[config.mk]
export PLATFORM = sky130hd
export DESIGN_NAME = xform_sequencer
export DESIGN_NICKNAME = d
export VERILOG_FILES = /design/src/rtl/xseq_pkg.sv /design/src/rtl/xseq_wait_ctr.sv /design/src/rtl/xform_sequencer.sv
export SDC_FILE = /design/constraint.sdc
export NUM_CORES = 1
export LEC_CHECK = 0
export ABC_AREA = 1
export CORE_MARGIN = 2
export CORE_UTILIZATION = 44
export CTS_BUF_LIST = sky130_fd_sc_hd__clkbuf_4 sky130_fd_sc_hd__clkbuf_8
export DETAILED_ROUTE_END_ITERATION = 12
export GPL_TIMING_DRIVEN = 1
export MAX_ROUTING_LAYER = met4
export PLACE_DENSITY = 0.89
export SLEW_MARGIN = 20
export SYNTH_ARGS = -nofsm -noshare
export SYNTH_HDL_FRONTEND = slang
export SYNTH_SLANG_ARGS = --single-unit
[constraint.sdc]
create_clock -name clk -period 2.3 [get_ports clk]
set_input_delay 0.345 -clock clk [delete_from_list [all_inputs] [get_ports clk]]
set_output_delay 0.345 -clock clk [all_outputs]
set_load 0.05 [all_outputs]
[src/rtl/xseq_pkg.sv]
// xseq_pkg: shared definitions for the block-transform sequencer.
//   DATA_W / ADDR_W : default data word and data-memory address widths
//   op_t            : command opcodes (encr, decr, fft, illegal)
//   state_t         : sequencer FSM states
package xseq_pkg;

   localparam int unsigned DATA_W = 19;
   localparam int unsigned ADDR_W = 4;

   typedef enum logic [1:0] {
      OP_ENCR = 2'b00,
      OP_DECR = 2'b01,
      OP_FFT  = 2'b10,
      OP_ILL  = 2'b11
   } op_t;

   typedef enum logic [2:0] {
      S_IDLE,
      S_READ,
      S_XFORM,
      S_WRITE,
      S_DONE
   } state_t;

endpackage

[src/rtl/xseq_wait_ctr.sv]
// xseq_wait_ctr: saturating count of consecutive cycles the sequencer has
// been held off the memory port; raises fire once MAX_WAIT is reached.
// Only instantiated when XSEQ_STARVE_GUARD_EN is defined.
// Ports:
//   clk, reset : clock, synchronous active-low reset
//   hold       : sequencer wanted the port this cycle but yielded
//   clear      : sequencer was granted the port this cycle
//   fire       : held for MAX_WAIT cycles; the next access is forced
module xseq_wait_ctr #(
   parameter int unsigned MAX_WAIT = 8
) (
   input  logic clk,
   input  logic reset,
   input  logic hold,
   input  logic clear,
   output logic fire
);

   localparam int unsigned CW = $clog2(MAX_WAIT + 1);

   logic [CW-1:0] cnt;

   always_ff @(posedge clk) begin
      if (!reset) begin
         cnt <= '0;
      end else if (clear) begin
         cnt <= '0;
      end else if (hold && (cnt != CW'(MAX_WAIT))) begin
         cnt <= cnt + 1'b1;
      end
   end

   assign fire = (cnt == CW'(MAX_WAIT));

endmodule

[src/rtl/xform_sequencer.sv]
// xform_sequencer: on one command, walks a contiguous (wrapping) range of the
// data memory, pushes each word through encr/decr/fft and writes the result
// back in place. The CPU has priority on the shared memory port; the
// sequencer yields whenever cpu_mem_req is high.
// Ports:
//   clk, reset                 : clock, synchronous active-low reset
//   cmd_valid/cmd_ready        : command handshake (ready only in IDLE)
//   cmd_op/cmd_base/cmd_len    : opcode, first address, word count (0..2**AW)
//   cpu_mem_req                : CPU uses the memory port this cycle
//   cpu_stall                  : CPU freeze while a starved access is forced
//   seq_grant                  : sequencer owns the memory port this cycle
//   mem_addr/read/write/wdata  : memory port drive (valid when granted)
//   mem_rdata                  : combinational read data
//   unit_a, encr_en/decr_en/fft_en : operand and one-hot unit select (XFORM)
//   unit_result                : combinational result of the selected unit
//   busy, done, err            : status; done/err are one-cycle pulses
//   words_done                 : words written back in the current command
// Build option: define XSEQ_STARVE_GUARD_EN to enable the starvation guard
// (after MAX_WAIT consecutive yielded cycles the next access is forced and
// cpu_stall asserted). Without it cpu_stall is 0 and the sequencer waits.
module xform_sequencer
   import xseq_pkg::*;
#(
   parameter int unsigned DW       = DATA_W,
   parameter int unsigned AW       = ADDR_W,
   parameter int unsigned MAX_WAIT = 8
) (
   input  logic          clk,
   input  logic          reset,
   input  logic          cmd_valid,
   output logic          cmd_ready,
   input  logic [1:0]    cmd_op,
   input  logic [AW-1:0] cmd_base,
   input  logic [AW:0]   cmd_len,
   input  logic          cpu_mem_req,
   output logic          cpu_stall,
   output logic          seq_grant,
   output logic [AW-1:0] mem_addr,
   output logic          mem_read,
   output logic          mem_write,
   output logic [DW-1:0] mem_wdata,
   input  logic [DW-1:0] mem_rdata,
   output logic [DW-1:0] unit_a,
   output logic          encr_en,
   output logic          decr_en,
   output logic          fft_en,
   input  logic [DW-1:0] unit_result,
   output logic          busy,
   output logic          done,
   output logic          err,
   output logic [AW:0]   words_done
);

   if (MAX_WAIT < 1) begin : g_max_wait_check
      $error("xform_sequencer: MAX_WAIT must be at least 1");
   end

   state_t        state;
   op_t           op;
   logic [AW-1:0] cur;
   logic [AW:0]   len;
   // One data register: holds the read word in XFORM, then the unit result in WRITE.
   logic [DW-1:0] data;

   logic          active;
   logic          grant;
   logic          fire;
   logic [AW:0]   next_words;

   assign active     = (state == S_READ) || (state == S_WRITE);
   assign grant      = active && (!cpu_mem_req || fire);
   assign next_words = words_done + 1'b1;

`ifdef XSEQ_STARVE_GUARD_EN
   xseq_wait_ctr #(
      .MAX_WAIT (MAX_WAIT)
   ) u_wait_ctr (
      .clk   (clk),
      .reset (reset),
      .hold  (active && !grant),
      .clear (grant),
      .fire  (fire)
   );
   assign cpu_stall = active && fire;
`else
   assign fire      = 1'b0;
   assign cpu_stall = 1'b0;
`endif

   assign seq_grant = grant;
   assign mem_read  = grant && (state == S_READ);
   assign mem_write = grant && (state == S_WRITE);
   assign mem_addr  = grant ? cur : '0;
   assign mem_wdata = (grant && (state == S_WRITE)) ? data : '0;

   assign unit_a    = (state == S_XFORM) ? data : '0;
   assign encr_en   = (state == S_XFORM) && (op == OP_ENCR);
   assign decr_en   = (state == S_XFORM) && (op == OP_DECR);
   assign fft_en    = (state == S_XFORM) && (op == OP_FFT);

   assign cmd_ready = (state == S_IDLE);
   assign busy      = (state != S_IDLE);
   assign done      = (state == S_DONE);

   always_ff @(posedge clk) begin
      if (!reset) begin
         state      <= S_IDLE;
         op         <= OP_ENCR;
         cur        <= '0;
         len        <= '0;
         data       <= '0;
         words_done <= '0;
         err        <= 1'b0;
      end else begin
         err <= 1'b0;
         case (state)
            S_IDLE: begin
               if (cmd_valid) begin
                  op         <= op_t'(cmd_op);
                  cur        <= cmd_base;
                  len        <= cmd_len;
                  words_done <= '0;
                  // Illegal op pulses err while staying in IDLE.
                  if (op_t'(cmd_op) == OP_ILL) begin
                     err <= 1'b1;
                  end else if (cmd_len == '0) begin
                     state <= S_DONE;
                  end else begin
                     state <= S_READ;
                  end
               end
            end
            S_READ: begin
               if (grant) begin
                  data  <= mem_rdata;
                  state <= S_XFORM;
               end
            end
            S_XFORM: begin
               data  <= unit_result;
               state <= S_WRITE;
            end
            S_WRITE: begin
               if (grant) begin
                  words_done <= next_words;
                  cur        <= cur + 1'b1;
                  state      <= (next_words == len) ? S_DONE : S_READ;
               end
            end
            S_DONE: begin
               state <= S_IDLE;
            end
            default: begin
               state <= S_IDLE;
            end
         endcase
      end
   end

endmodule

==> results_dict.tcl <==
set metrics [dict create \
    finalSetupViolations 0 \
    layout_common_cells "nand2_1, clkdlybuf4s50_1, buf_12" \
    die_w_um 73.7 \
    drt_iter0_drc 232 \
    dp_hpwl_um 5480 \
    wire_per_inst_um 15.3 \
    cts_tree "built" \
    htreeDepth 2 \
    yosys_warnings 0 \
    peakVddDrop_mv 0.343 \
    avgViaCountPerCell 5.47 \
    globalplace.congestion 0.895 \
    startpoint_type "flip-flop" \
    seq_area_frac_synth_pct 36.5 \
    cts_root_buf "clkbuf_8" \
    fp.dieH_um 73.7 \
    placed_area_um2 3770 \
    initial_core_util_pct 45.6 \
    pin_count 111 \
    fmax_ghz 0.446 \
    critPathCaptureType "primary output" \
    pwr_density_cell_nw_per_um2 582 \
    whs_ps 472 \
    die_area_um2 5440 \
    antenna_found_initial 0 \
    slowest_stage "clkdlybuf4s50_1" \
    clk_pin_slew_ps 80 \
    grt_pass1_vias 2677 \
    areaGrowthSynthToFinish_pct 80.5 \
    portBuffers 109 \
    grt_pass1_wl_um 11900 \
    nFillCells 269 \
    period_share_pct 97.6 \
    cap_violations 0 \
    cp_data_arrival_time_ps 1900 \
    rows 25 \
    slew_violations 0 \
    grt_max_degree 39 \
    crit_type "reg2out" \
    grt.total_usage_pct 29.0 \
    hold_viol 0 \
    finalNonFillerCells 493 \
    overflow 0 \
    synth-seq-cells 39 \
    postCtsSetupBuffers 0 \
    core-area_um2 4690 \
    diodes 0 \
    rsz0062_at_grt "no" \
    clk_latency_ps 290 \
    layout-drive-gt1-share_pct 18.7 \
    maxSlewHeadroom_pct 66.5 \
    tightest_slew_ps 501 \
    worstPathRequired_ps 1960 \
    skew_ps 11.5 \
    crit_chain "inv_2 > nand2_1 > nor2_1 > inv_1 > clkdlybuf4s50_1" \
    synth.net_count 388 \
    antenna_left 0 \
    routed_wl_um 7540 \
    drc 0 \
    synth_cells 333 \
    netlist_area_um2 2140 \
    p_leak_nw 1.54 \
    fin_crit_ps 2240 \
    min_path_type "reg2reg" \
    crit_path_max_fanout 3 \
    place_inst 485 \
    cts.path.max_buffers 2 \
    fin_nets 493 \
    layout_commonest_cell "nand2_1" \
    syn_area_per_cell_um2 6.43 \
    max_stage_delay_ps 820 \
    numCtsBuffers 5 \
    route.vias.total 2699 \
    outcome "completed" \
    cts.sinks 39 \
    final_area_um2 3860 \
    first_pass_iters 5 \
    synth_cell_types 28 \
]
## flip-flops by register name (all words and copies together) (netlist names)
signal	count
data	19
len	5
words_done	5
cur	4
state	3
op	2
err	1
## worst paths after layout
kind	start	cells after the start	to	slack, ps
worst max register to register	state[0]	10	data[17]	510
worst min-delay path	len[4]	2	len[4]	470
worst min register to register	len[4]	2	len[4]	470
worst max-delay path	state[0]	5	busy	60
## cell usage after synthesis
master    instances  area, um^2
o21ai_0          31         155
ha_1              2        25.0
nor3_4            1        16.3
o22ai_1           1        6.26
clkbuf_1         10        37.5
a31oi_1          21         131
nor2_1           52         195
xor2_1            3        26.3
o21ai_2           1        8.76
inv_2             4        15.0
buf_1             1        3.75
a21oi_1          15        75.1
inv_1            40         150
nor2_2            1        6.26
buf_4             1        7.51
nand2_2           2        12.5
nor3_1            6        30.0
buf_6             3        33.8
dfxtp_1          39         781
nand4_1           3        18.8
nand3_1          15        75.1
nor3b_1           1        7.51
buf_2             5        25.0
nand2_1          71         267
xnor2_1           1        8.76
a211oi_1          1        7.51
nor3_2            1        10.0
conb_1            1        3.75
## stage by stage
| step | setup TNS, ps | setup WS (ps) | total power [W] | util (%) |
|---|---|---|---|---|
| floorplan | -1010 | -121 | 0.00141 | - |
| global placement | 0 | 182 | 0.00172 | 80.3 |
| detailed placement | 0 | 53.9 | 0.00175 | 80.3 |
| CTS | 0 | 31.7 | 0.00224 | 82.2 |
| global route | 0 | 7.86 | 0.00236 | 82.3 |
| finish | 0 | 55.6 | 0.00225 | 82.3 |
## worst max-delay path: cells and delay by family, from the launching register on
kind	cells	cell delay, ps
buffers and inverters	3	1030
DFF	1	420
and+or+nand+nor	2	160
## layer usage
metal	track usage (%)	wire length, um	share of wire, %	up-vias
met2	49.4	3850	51	190
met5	-	0	0	-
li1	-	-	-	1273
met3	6.72	615	8.2	47
met1	31.3	2740	36	1189
met4	14.3	331	4.4	0
## repair_timing
action | CTS | global route
gates resized for setup | 0 | 1
endpoints found under the setup margin | 0 | 10
hold buffers | 0 | 0
## where the power goes
part	switching (W)	internal (W)	total (W)	leakage [nW]
logic	0.000540	0.000355	0.000895	1.17
clock network	0.000244	0.000237	0.000481	0.0491
registers	0.0000815	0.000790	0.000872	0.320
total	0.000866	0.00138	0.00225	1.54
## cell type report
type                            instances  area (um^2)  area share [%]
Sequential cell                        39          781            20.2
Multi-Input combinational cell        230         1110            28.8
Clock buffer                            7         83.8            2.17
Tap cell                               54         67.6            1.75
Clock inverter                          1         5.00           0.130
Timing Repair Buffer                  118         1650            42.7
Inverter                               44          165            4.28
## cell families (layout without fill, tap and decap cells)
family | after synthesis | after routing | share of synthesized area [%]
DFF | 39 | 39 | 36.5
other | 1 | 1 | 0.175
adders and majority gates | 2 | 2 | 1.17
xor gates and xnor gates | 4 | 4 | 1.64
and+or+nand+nor | 153 | 153 | 29.8
AOI/OAI and AO/OA | 70 | 70 | 18.0
buffers and inverters | 64 | 170 | 12.7
No activity file was read; power rests on OpenSTA's default activity.
